==> config.mk <==
export PLATFORM = sky130hd
export DESIGN_NAME = pipelined_sat_addsub
export DESIGN_NICKNAME = d
export VERILOG_FILES = /design/src/rtl/pipelined_sat_addsub.sv
export SDC_FILE = /design/constraint.sdc
export NUM_CORES = 1
export LEC_CHECK = 0
export CORE_MARGIN = 2
export CORE_UTILIZATION = 56
export CTS_BUF_LIST = sky130_fd_sc_hd__clkbuf_4 sky130_fd_sc_hd__clkbuf_8
export CTS_CLUSTER_SIZE = 10
export DETAILED_ROUTE_END_ITERATION = 8
export PLACE_DENSITY = 0.95
export SKIP_CTS_REPAIR_TIMING = 1
export SLEW_MARGIN = 30
export SYNTH_ARGS = -nofsm -noshare
export SYNTH_HDL_FRONTEND = slang
export SYNTH_SLANG_ARGS = --single-unit
export TNS_END_PERCENT = 30
==> constraint.sdc <==
create_clock -name clk -period 5.4 [get_ports clk]
set_clock_uncertainty 0.15 [all_clocks]
set_input_delay 1.08 -clock clk [delete_from_list [all_inputs] [get_ports clk]]
set_output_delay 1.08 -clock clk [all_outputs]
set_load 0.01 [all_outputs]
==> src/rtl/pipelined_sat_addsub.sv <==
// Pipelined two's-complement adder/subtractor with optional saturation and NZCV-style flags.
// Latency STAGES cycles, throughput 1 op/cycle; CLA groups of GROUP bits split evenly over the stages.
// Backpressure: every stage advances together when the output is empty or drained (in_ready = adv).
module pipelined_sat_addsub #(
    parameter int WIDTH  = 16,
    parameter int GROUP  = 4,
    parameter int STAGES = 2
) (
    input  logic             clk,
    input  logic             rst_n,      // synchronous, active low
    input  logic             in_valid,
    output logic             in_ready,
    input  logic [WIDTH-1:0] a,
    input  logic [WIDTH-1:0] b,
    input  logic             sub,        // 1: a-b, 0: a+b
    input  logic             sat,        // 1: clamp on signed overflow
    output logic             out_valid,
    input  logic             out_ready,
    output logic [WIDTH-1:0] result,
    output logic             ovf,
    output logic             cout,
    output logic             zero,
    output logic             neg
);

    localparam int N   = WIDTH / GROUP;   // number of CLA groups
    localparam int GPS = N / STAGES;      // groups handled per stage
    localparam int SW  = GPS * GROUP;     // bits handled per stage
    localparam int M   = WIDTH - 1;

    logic adv;
    assign adv      = ~out_valid | out_ready;
    assign in_ready = adv;

    // One carry-lookahead group: every internal carry is a flat sum of
    // generate/propagate products rather than a ripple chain.
    function automatic logic [GROUP:0] cla_group(input logic [GROUP-1:0] x,
                                                 input logic [GROUP-1:0] y,
                                                 input logic             cin);
        logic [GROUP-1:0] g;
        logic [GROUP-1:0] p;
        logic [GROUP:0]   c;
        logic             prop;
        g = x & y;
        p = x ^ y;
        for (int i = 0; i <= GROUP; i++) begin
            c[i] = 1'b0;
            prop = 1'b1;
            for (int j = i - 1; j >= 0; j--) begin
                c[i] = c[i] | (prop & g[j]);
                prop = prop & p[j];
            end
            c[i] = c[i] | (prop & cin);
        end
        return {c[GROUP], p ^ c[GROUP-1:0]};
    endfunction

    for (genvar st = 0; st < STAGES; st++) begin : stg
        // AW: operand bits not yet summed when entering this stage.
        localparam int AW = WIDTH - st * SW;

        logic                vld_i;
        logic                sub_i;
        logic                sat_i;
        logic                c_i;
        logic [AW-1:0]       a_i;
        logic [AW-1:0]       b_i;
        logic [SW-1:0]       b_eff;
        logic [SW-1:0]       s_cur;
        logic                c_out;
        logic [(st+1)*SW-1:0] sum_acc;   // all sum bits known after this stage

        if (st == 0) begin : head
            assign vld_i   = in_valid;
            assign sub_i   = sub;
            assign sat_i   = sat;
            assign c_i     = sub;          // carry-in 1 completes the two's complement of b
            assign a_i     = a;
            assign b_i     = b;
            assign sum_acc = s_cur;
        end else begin : link
            assign vld_i   = stg[st-1].pr.vld_q;
            assign sub_i   = stg[st-1].pr.sub_q;
            assign sat_i   = stg[st-1].pr.sat_q;
            assign c_i     = stg[st-1].pr.c_q;
            assign a_i     = stg[st-1].pr.a_q;
            assign b_i     = stg[st-1].pr.b_q;
            assign sum_acc = {s_cur, stg[st-1].pr.sum_q};
        end

        assign b_eff = b_i[SW-1:0] ^ {SW{sub_i}};

        always_comb begin
            logic           c;
            logic [GROUP:0] r;
            c     = c_i;
            r     = '0;
            s_cur = '0;
            for (int k = 0; k < GPS; k++) begin
                r = cla_group(a_i[k*GROUP +: GROUP], b_eff[k*GROUP +: GROUP], c);
                s_cur[k*GROUP +: GROUP] = r[GROUP-1:0];
                c = r[GROUP];
            end
            c_out = c;
        end

        if (st < STAGES - 1) begin : pr
            logic                 vld_q;
            logic                 sub_q;
            logic                 sat_q;
            logic                 c_q;
            logic [AW-SW-1:0]     a_q;
            logic [AW-SW-1:0]     b_q;
            logic [(st+1)*SW-1:0] sum_q;

            always_ff @(posedge clk) begin
                if (!rst_n) begin
                    vld_q <= 1'b0;
                    sub_q <= 1'b0;
                    sat_q <= 1'b0;
                    c_q   <= 1'b0;
                    a_q   <= '0;
                    b_q   <= '0;
                    sum_q <= '0;
                end else if (adv) begin
                    vld_q <= vld_i;
                    sub_q <= sub_i;
                    sat_q <= sat_i;
                    c_q   <= c_out;
                    a_q   <= a_i[AW-1:SW];
                    b_q   <= b_i[AW-1:SW];
                    sum_q <= sum_acc;
                end
            end
        end else begin : po
            logic             am;
            logic             bm;
            logic             sm;
            logic             ovf_n;
            logic [WIDTH-1:0] res_n;

            // The MSBs of a and b are in this stage's slice (raw, before inversion).
            always_comb begin
                am    = a_i[SW-1];
                bm    = b_i[SW-1];
                sm    = sum_acc[M];
                ovf_n = sub_i ? ((am ^ bm) & (sm ^ am)) : (~(am ^ bm) & (sm ^ am));
                res_n = sum_acc;
                // On overflow the true result has a's sign, so a[M] picks the rail.
                if (sat_i && ovf_n) begin
                    res_n = am ? {1'b1, {M{1'b0}}} : {1'b0, {M{1'b1}}};
                end
            end

            always_ff @(posedge clk) begin
                if (!rst_n) begin
                    out_valid <= 1'b0;
                    result    <= '0;
                    ovf       <= 1'b0;
                    cout      <= 1'b0;
                    zero      <= 1'b0;
                    neg       <= 1'b0;
                end else if (adv) begin
                    out_valid <= vld_i;
                    result    <= res_n;
                    ovf       <= ovf_n;
                    cout      <= c_out;
                    zero      <= (res_n == '0);
                    neg       <= res_n[M];
                end
            end
        end
    end

endmodule

* After elaboration in Yosys (flattened, before gate mapping)
Cells that the tools add are included.
** Operators by class
- Add/sub/neg operators :: 0
- Multiply operators :: 0
- Divide/modulo/power cells :: 0
- $lt $le $gt $ge :: 0
- Equal/unequal tests :: 0
- Shift operators :: 0
- Mux-type cells :: 3
- Bitwise gates (word level) :: 125
- Reductions and logical operators :: 2
** Operators with widths (number)
- AND 1 bit :: 66
- bitwise OR 1 bit :: 41
- 2-to-1 mux 16 bit :: 2
- XOR 4 bit :: 8
- AND 4 bit :: 4
- logical NOT 16 bit :: 1
- XOR 8 bit :: 2
- NOT 1 bit :: 2
- XOR 1 bit :: 2
- logical AND 1 bit :: 1
- 2-to-1 mux 1 bit :: 1
** Storage, ports and cells
- Flip-flop bits (word level) :: 49
- Bits in latches :: 0
- RAM bits :: 0
- ROM bits :: 0
- Input bits :: 38
- Output and inout bits :: 22
- Word-level logic and storage cells :: 143
- Memories :: 0

* Logic depth before layout (Yosys ltp)
Gate-level depths: netlist (run 1).
- Depth after elaboration :: 16
- Depth in mapped cells :: 12
- Mapped depth without buffers :: 11

* Worst setup path before layout (run 1)
OpenSTA, ideal clock, no wires.
- Path kind :: input -> register
- Start :: input port sub
- End :: register stg[0].pr.sum_q[4]
- Setup time :: 0.059 ns
- Arrival :: 3.309 ns
- Path slack :: 1.882 ns
- Stages :: 11
- Buffers on the path :: 1
- Cells stage by stage :: buf_1 -> xor2_1 -> ha_1 -> a21o_1 -> a21o_1 -> a21oi_1 -> inv_1 -> a21oi_1 -> fa_1 -> nand2_1 -> o211a_1
** Between the ends
- Cells in the longest elaborated chain, start to end :: 8
** RTL lines
- start, declared :: RTL line 15 : input logic sub,
- XOR 8 bit :: RTL line 91 : assign b_eff = b_i[SW-1:0] ^ {SW{sub_i}};
- XOR 4 bit / AND 4 bit (equally long branches) :: RTL line 45, 44
- AND 1 bit, on equally long branches :: RTL line 50, 51
- bitwise OR 1 bit (tied with other cells) (2 in a row) :: RTL line 50 : c[i] = c[i] | (prop & g[j]);
- bitwise OR 1 bit / AND 1 bit (equally long branches) :: RTL line 50, 53
- bitwise OR 1 bit :: RTL line 53 : c[i] = c[i] | (prop & cin);
- XOR 4 bit * :: RTL line 55 : return {c[GROUP], p ^ c[GROUP-1:0]};
- end signal, assigned :: RTL line 132 : sum_q <= sum_acc;
- end, declared :: RTL line 114 : logic [(st+1)*SW-1:0] sum_q;
Mark *: on every way between the ends. The rest lies on a longest branch, timed or not.
A chain may end at the register's enable or synchronous reset.

* Worst setup path in the final report (run 1)
- Start :: input port sub
- End :: register stg[0].pr.c_q
** Between the ends
- Cells in the longest elaborated chain, start to end :: 9
** RTL lines
- XOR 8 bit :: RTL line 91
- XOR 4 bit / AND 4 bit (equally long branches) :: RTL line 45, 44
- AND 1 bit, on equally long branches :: RTL line 50, 51
- bitwise OR 1 bit (tied with other cells) (2 in a row) :: RTL line 50
- bitwise OR 1 bit / AND 1 bit (equally long branches) :: RTL line 50, 53
- bitwise OR 1 bit :: RTL line 53
- AND 1 bit :: RTL line 53
- bitwise OR 1 bit * :: RTL line 53
- end signal, assigned :: RTL line 129 : c_q <= c_out;
- end, declared :: RTL line 111 : logic c_q;
Marked as above.

==> flow_summary.toml, run 1 <==
[detailed_routing]
via_per_inst = 5.74
drt_iter0_markers = 190
vias = 2279
firstDrtPassIters = 4
antenna_left = 0
avgRoutedWirePerCell_um = 15.1
drcViolationCount = 0
routed_wirelength_um = 6010

[clocking]
cts_root_buf = "clkbuf_8"
htree_levels = 2
numCtsBuffers = 5
cts_tree = "yes"
clock_sinks = 48
clk_latency_ns = 0.31
cts_max_path_buffers = 2
clk_pin_slew_ns = 0.09

[layout]
utilization_pct = 76.0
drive_above_1_share_pct = 8.70
final_nets = 401
multi_input_area_mm2 = 0.00155
fillers = 312
area_delta_synth_final_pct = 28.3
seq_area_um2 = 961
diodes = 0

[synthesis]
yosysUniqueCellTypes = 50
synthArstFlopShare_pct = 0
avgSynthCellArea_um2 = 8.98
synthAdderAreaFrac_pct = 9.89
synth-edff-count = 0
ys_seq_area_share_pct = 36.5
yosys_most_used_dff = "dfxtp_1"
ys_seq_elements = 48
yosys.area_share.xor_xnor_pct = 8.32
synthMuxAreaShare_pct = 0.380
synth_compound_area_share_pct = 23.4
netlist_instances = 293
yosys.area_share.simple_pct = 16.6
synth_top_family_by_area = "compound AO/OA/AOI/OAI gates"
yosys_warnings = 0
netlist_area_mm2 = 0.00263
syn-num-nets = 350

[sta]
hold_viol_final = 0
setup_violations = 0
min_period_ns = 3.89
relSlewSlack_pct = 56.7
tightest_slew_ns = 0.634
tns_ns = 0
final.hold.worst_slack_ns = 0.316
min_period_over_period_pct = 72.0
rsz0062_at_grt = "no"
timing.final.max_slew_violations = 0
fmax_ghz = 0.257

[placed_design]
place_hpwl_um = 4370
gp_congestion = 0.837
numPortBuffers = 59

[die]
core-area_mm2 = 0.00444
die_h_um = 72.6
io_pins = 60
die-width_um = 72.6
start_util_pct = 59.2
num_rows = 24
die_area_mm2 = 0.00527

[setup_path]
crit_arrival_ns = 3.92
end_kind = "register"
crit_type = "in -> reg"
startpoint_type = "input port"
path_max_fanout = 12
critPathRequiredTime_ns = 5.43

[global_routing]
grt_start_max_net_pins = 53
grt_pass1_wl_um = 9780
antenna_found_initial = 0
grt_overflow = 0
grt_util_all_layers_pct = 23.6
grt_pass1_vias = 2262

[power_and_ir_drop]
leakage_uw = 0.00146
p_per_area_mw_per_mm2 = 320
vdd_ir_drop_max_uv = 175

[min_path]
min_path_type = "reg -> reg"

[outcome]
status = "finished, final reports clean"

[run]
drv_cap = 0
synthesized netlist by cell type, drive strengths merged (5+ instances only):
| cell type | instances | area share, % |
|---|---|---|
| nor2 | 20 | 3.8 |
| inv | 9 | 1.3 |
| a21oi | 8 | 1.5 |
| o22ai | 15 | 3.6 |
| clkbuf | 10 | 1.4 |
| nand3 | 9 | 1.7 |
| o21ai | 12 | 2.9 |
| dfxtp | 48 | 37 |
| xnor2 | 5 | 1.7 |
| ha | 16 | 7.6 |
| buf | 8 | 2.1 |
| nand2 | 46 | 6.6 |
| xor2 | 20 | 6.7 |
| a21o | 6 | 1.7 |
| a21boi | 21 | 6.0 |
layer usage:
layer  GRT usage [%]  routed length [um]  part of all wire, %
met3            4.86                 306                  5.1
met1            26.0                2430                   40
met4            9.47                 137                  2.3
met2            43.6                3130                   52
met5               0                   0                    0
registers in the layout, indices dropped and copies added (netlist names):
signal,flops
stg.pr.sat_q,1
ovf,1
stg.pr.b_q,8
stg.pr.sum_q,8
neg,1
stg.pr.sub_q,1
result,15
cout,1
stg.pr.vld_q,1
stg.pr.a_q,8
stg.pr.c_q,1
zero,1
out_valid,1
layout by cell type (no fill, tap or decap), types with 9 or more instances in the layout:
cell type	netlist	layout
nor2_2	10	10
nand3_1	9	9
xor2_1	20	20
clkdlybuf4s50_1	0	59
ha_1	16	16
nand2_1	46	46
nor2_1	10	10
dfxtp_1	48	48
a21boi_0	9	9
o21ai_0	10	10
a21boi_1	12	12
o22ai_1	15	15
through the flow:
stage	power, uW	cell area (um^2)	setup WS (ns)	instances
6_report	1080	3380	1.51	397
2_1_floorplan	618	2630	1.88	293
5_1_grt	1130	3380	1.35	397
3_5_place_dp	730	3220	1.16	389
3_3_place_gp	713	3220	1.37	389
4_1_cts	1080	3380	1.50	397
area by class of cell:
type,count,area share (%)
Multi-Input combinational cell,218,45.8
Sequential cell,48,28.4
Tap cell,52,1.93
Timing Repair Buffer,62,18.1
Clock buffer,5,2.04
Clock inverter,3,2.67
Inverter,9,1.00
critical path, stage by stage:
cell	delay, ns
clkdlybuf4s50_1	0.82
xor2_1	0.21
ha_1	0.28
a21o_1	0.18
a21o_1	0.21
a2111oi_0	0.63
o31ai_1	0.21
a21oi_1	0.20
a21oi_1	0.09
where the power goes:
part | leakage [uW] | switching [uW] | internal, uW
combinational | 0.000980 | 150 | 152
sequential | 0.000398 | 30.4 | 395
clock | 0.0000784 | 122 | 231
total | 0.00146 | 302 | 779
logic make-up after synthesis:
| group | count (synthesis) |
|---|---|
| AND/OR/NAND/NOR | 93 |
| AO/OA/AOI/OAI | 80 |
| flip-flops | 48 |
| buffers and inverters | 27 |
| XOR/XNOR | 25 |
| adder cells (fa/ha/maj) | 19 |
| multiplexers | 1 |
path summary, 6_finish.rpt:
kind,from,end,slack [ns],cells past startpoint
max,sub,stg[0].pr.c_q,1.51,9
min,stg[0].pr.vld_q,stg[0].pr.vld_q,0.32,2
max reg2reg,stg[0].pr.sub_q,zero,1.94,10
min reg2reg,stg[0].pr.vld_q,stg[0].pr.vld_q,0.32,2
(Power assumes the default switching activity.)
==> run 2, diff against run 1 <==
--- a/config.mk
+++ b/config.mk
@@ -6,11 +6,11 @@
 export NUM_CORES = 1
 export LEC_CHECK = 0
 export CORE_MARGIN = 2
-export CORE_UTILIZATION = 56
+export CORE_UTILIZATION = 52
 export CTS_BUF_LIST = sky130_fd_sc_hd__clkbuf_4 sky130_fd_sc_hd__clkbuf_8
 export CTS_CLUSTER_SIZE = 10
 export DETAILED_ROUTE_END_ITERATION = 8
-export PLACE_DENSITY = 0.95
+export PLACE_DENSITY = 0.94
 export SKIP_CTS_REPAIR_TIMING = 1
 export SLEW_MARGIN = 30
 export SYNTH_ARGS = -nofsm -noshare
==> constraint.sdc (replaced) <==
create_clock -name clk -period 3.99 [get_ports clk]
set_clock_uncertainty 0.15 [all_clocks]
set_input_delay 0.798 -clock clk [delete_from_list [all_inputs] [get_ports clk]]
set_output_delay 0.798 -clock clk [all_outputs]
set_load 0.01 [all_outputs]
==> run 2 against run 1 <==
  * Die area increased by 7.3%
  * First-iteration DRC count decreased by 7.9%
  * Via count increased by 0.13%
  * Count of clock-buffer cells in the layout increased by 2
  * Critical path depth increased by 2
  * Sequential share of layout area increased by 0.31 points
  * Combinational power increased by 35%
  * Cell area decreased by 1.1%
  * Sequential power increased by 36%
  * Hold slack improved by 0.0046 ns
  * Global-route usage decreased by 0.36 points
  * Utilization decreased by 6.6 points
==> flow_summary.toml, run 2 (synthesized netlist as in run 1, its figures left out) <==
[global_routing]
grt_util_all_layers_pct = 23.2
grt_pass1_vias = 2297
grt_start_max_net_pins = 53
grt_overflow = 0
antenna_found_initial = 0
grt_pass1_wl_um = 10000

[power_and_ir_drop]
fin_total_pwr_uw = 1290
p_per_area_mw_per_mm2 = 386
leakage_uw = 0.00143
vdd_ir_drop_max_uv = 223

[sta]
tightest_slew_ns = 0.680
worst_slack_ns = 0.639
timing.final.max_slew_violations = 0
min_period_ns = 3.35
fmax_ghz = 0.298
hold_viol_final = 0
setup_violations = 0
tns_ns = 0
relSlewSlack_pct = 53.5
rsz0062_at_grt = "no"
min_period_over_period_pct = 84.0

[layout]
layout_commonest_cell = "clkdlybuf4s50_1"
layout_common_cells = "clkdlybuf4s50_1 (59), dfxtp_1 (48), nand2_1 (46)"
seq_area_um2 = 961
drive_above_1_share_pct = 8.70
fillers = 400
area_delta_synth_final_pct = 26.9
diodes = 0
top_register = "result"
multi_input_area_mm2 = 0.00155
largest_reg_flops = 15
final_nets = 402

[setup_path]
path_max_fanout = 9
crit_arrival_ns = 3.42
startpoint = "stg[0].pr.sub_q"
startpoint_type = "register"
end_kind = "register"
r2r_cells = 11
r2r_end = "zero"
critPathRequiredTime_ns = 4.06
rr_startpoint = "stg[0].pr.sub_q"
r2r_slack_ns = 0.64
crit_type = "reg -> reg"

[min_path]
hold-path-endpoint = "stg[0].pr.b_q[7]"
hold_depth = 2
min_path_type = "reg -> reg"
hp-start = "stg[0].pr.b_q[7]"

[detailed_routing]
vias = 2282
antenna_left = 0
routed_wirelength_um = 6020
avgRoutedWirePerCell_um = 14.6
via_per_inst = 5.54
drcViolationCount = 0
drt_iter0_markers = 175
firstDrtPassIters = 4

[clocking]
numCtsBuffers = 5
cts_root_buf = "clkbuf_8"
clk_pin_slew_ns = 0.08
htree_levels = 2
cts_tree = "yes"
clock_sinks = 48
cts_max_path_buffers = 2
clk_latency_ns = 0.30

[die]
num_rows = 25
start_util_pct = 54.6
die_h_um = 75.2
core-area_mm2 = 0.00482
die-width_um = 75.2
die_area_mm2 = 0.00565
io_pins = 60

[placed_design]
numPortBuffers = 59
place_ws_ns = 0.379
place_hpwl_um = 4570
gp_congestion = 0.851

[outcome]
status = "finished, final reports clean"

[run]
drv_cap = 0
[run 2: worst max path at each step]
stage	end	cells past startpoint
final	zero	11
after global routing	zero	11
after CTS	zero	11
after detailed placement	stg[0].pr.c_q	9
after global placement	stg[0].pr.c_q	9
after floorplan	stg[0].pr.sum_q[4]	11
[run 2: final cells by class]
class,count,share of cell area [%]
clock buffer,7,2.88
inverter,9,1.01
multi-input combinational,218,46.3
sequential,48,28.8
tap,67,2.51
timing repair buffer,63,18.6
[run 2: power breakdown]
part | switching (uW) | total [uW] | internal, uW
combinational | 201 | 408 | 207
clock | 152 | 307 | 154
sequential | 41.8 | 576 | 534
total | 395 | 1290 | 896
[run 2: metal layers]
layer	GRT usage (%)	vias to the layer above	part of all wire [%]
met2	41.6	79	52
met4	10.3	0	2.7
met5	0	-	0
met1	26.7	1060	40
li1	-	1124	-
met3	4.55	19	5.3
[run 2: stage by stage]
| step | instance area (um^2) | util [%] | hold slack, ns | cells |
|---|---|---|---|---|
| detailed placement | 3250 | 67.4 | 0.310 | 405 |
| CTS | 3340 | 69.4 | 0.320 | 412 |
| global route | 3340 | 69.4 | 0.340 | 412 |
| finish | 3340 | 69.4 | 0.321 | 412 |
| global placement | 3250 | 67.4 | 0.290 | 405 |
| floorplan | 2630 | - | 0.281 | 293 |
[run 2: critical path, cell delays in order (launching register included)]
cell and delay, ns:
dfxtp_1 0.64, xor2_1 0.20, ha_1 0.33, a21o_1 0.16, a22o_4 0.19, nor2_1 0.06
fa_1 0.50, inv_1 0.06, nor4_1 0.16, nand3_1 0.11, or4b_1 0.50, o31ai_2 0.21
==> run 3, diff against run 2 <==
==> constraint.sdc (replaced) <==
create_clock -name clk -period 3.1 [get_ports clk]
set_clock_uncertainty 0.15 [all_clocks]
set_input_delay 0.62 -clock clk [delete_from_list [all_inputs] [get_ports clk]]
set_output_delay 0.62 -clock clk [all_outputs]
set_load 0.01 [all_outputs]
==> run 3 against run 2 <==
  * Sequential share of layout area shrank 1.5 points
  * Clock power grew 47%
  * Worst setup slack lost 0.56 ns
  * Sequential power grew 29%
  * Register-to-register slack lost 0.56 ns
  * Non-clock buffer count grew 17
  * Flip-flop and latch count is the same
  * First-iteration DRC count shrank 36%
  * Hold slack lost 0.018 ns
  * Total power grew 37%
  * Critical path depth is the same
  * Critical endpoint unchanged
  * Largest cell class unchanged
==> flow_summary.toml, run 3 (synthesized netlist as in run 1, its figures left out) <==
[detailed_routing]
via_per_inst = 5.39
antenna_left = 0
vias = 2318
routed_wirelength_um = 6140
avgRoutedWirePerCell_um = 14.3
drcViolationCount = 0
drt_iter0_markers = 112
firstDrtPassIters = 4

[power_and_ir_drop]
leakage_uw = 0.00153
p_per_area_mw_per_mm2 = 501
vdd_ir_drop_max_uv = 298

[sta]
worst_slack_ns = 0.0816
setup_violations = 0
tns_ns = 0
min_period_over_period_pct = 97.4
final.hold.worst_slack_ns = 0.304
timing.final.max_slew_violations = 0
min_period_ns = 3.02
relSlewSlack_pct = 64.1
tightest_slew_ns = 0.539
rsz0062_at_grt = "yes"
fmax_ghz = 0.331
hold_viol_final = 0

[setup_path]
startpoint = "stg[0].pr.sub_q"
cp_slowest_cell = "or4b_4"
path_max_fanout = 6
end_kind = "register"
path_cells = "xor2_1, ha_1, and3_4, a22o_4, nor2_2, fa_1, inv_2, nor4_4, nand3_1, or4b_4, o31ai_2"
startpoint_type = "register"
crit_type = "reg -> reg"
r2r_slack_ns = 0.08
critPathRequiredTime_ns = 3.18
rr_startpoint = "stg[0].pr.sub_q"
crit_family = "simple AND/OR/NAND/NOR gates"
critPathBufInv = 1
crit_arrival_ns = 3.10
critPathMaxStageDelay_ns = 0.55

[global_routing]
grt_start_max_net_pins = 53
use_met1_pct = 26.4
grt_util_all_layers_pct = 22.1
antenna_found_initial = 0
globalRouteMet2Util_pct = 39.7
met3_usage_pct = 4.15
grt_pass1_wl_um = 9570
grt-busiest-layer = "met2"
grt_pass1_vias = 2177
grt_overflow = 0

[placed_design]
dp.cells = 420
gp_congestion = 0.870
numPortBuffers = 59
place_hpwl_um = 4350
place_ws_ns = -0.130

[layout]
area_delta_synth_final_pct = 34.4
layout_commonest_cell = "clkdlybuf4s50_1"
largest_reg_flops = 15
diodes = 0
fin_cells = 430
layout_common_cells = "clkdlybuf4s50_1 (59), dfxtp_1 (47), nand2_1 (46)"
final_nets = 419
drive_above_1_share_pct = 15.4
top_register = "result"

[die]
io_pins = 60
die_h_um = 75.2
core-area_mm2 = 0.00482
num_rows = 25
die_area_mm2 = 0.00565
die-width_um = 75.2
start_util_pct = 54.6

[clocking]
clk_latency_ns = 0.31
clock_sinks = 48
cts_max_path_buffers = 2
clk_pin_slew_ns = 0.09
cts_tree = "yes"
numCtsBuffers = 5
cts_root_buf = "clkbuf_8"
htree_levels = 2

[min_path]
hp-start = "stg[0].pr.vld_q"
min_path_type = "reg -> reg"

[outcome]
status = "finished, final reports clean"

[run]
drv_cap = 0
-- run 3: cell type report --
cell class | instances | area (um^2)
tap | 67 | 83.8
multi-input combinational | 218 | 1590
inverter | 9 | 33.8
fill | 365 | 1280
clock inverter | 3 | 42.5
clock buffer | 5 | 68.8
sequential | 48 | 965
timing repair buffer | 80 | 758
-- run 3: path summary, 6_finish.rpt --
check,endpoint,cells past startpoint
worst min register to register,stg[0].pr.vld_q,2
worst max-delay path,zero,11
worst max register to register,zero,11
worst min-delay path,stg[0].pr.vld_q,2
-- run 3: power breakdown --
part | leakage (uW) | internal (uW) | switching (uW) | total [uW]
combinational | 0.00108 | 305 | 274 | 580
clock | 0.0000541 | 239 | 213 | 451
sequential | 0.000399 | 688 | 54.6 | 742
-- run 3: stage by stage --
step,util [%],total power [uW],instance area [um^2]
6_report,73.5,1770,3540
5_1_grt,73.5,1870,3540
4_1_cts,72.5,1760,3490
3_5_place_dp,70.2,1310,3380
3_3_place_gp,70.2,1280,3380
2_1_floorplan,-,1080,2630
-- run 3: worst reg2reg max path, delay by kind of cell, from the launching register on --
kind / cells / cell delay (ns)
xor gates and xnor gates: 1 / 0.17
and+or+nand+nor: 5 / 1.08
buffers and inverters: 1 / 0.06
DFF: 1 / 0.39
adders and majority gates: 2 / 0.79
AOI/OAI and AO/OA: 2 / 0.31
-- run 3: metal layers --
metal	routed length, um	part of all wire [%]
met1	2650	43
met2	3160	51
met3	221	3.6
met4	104	1.7
met5	0	0
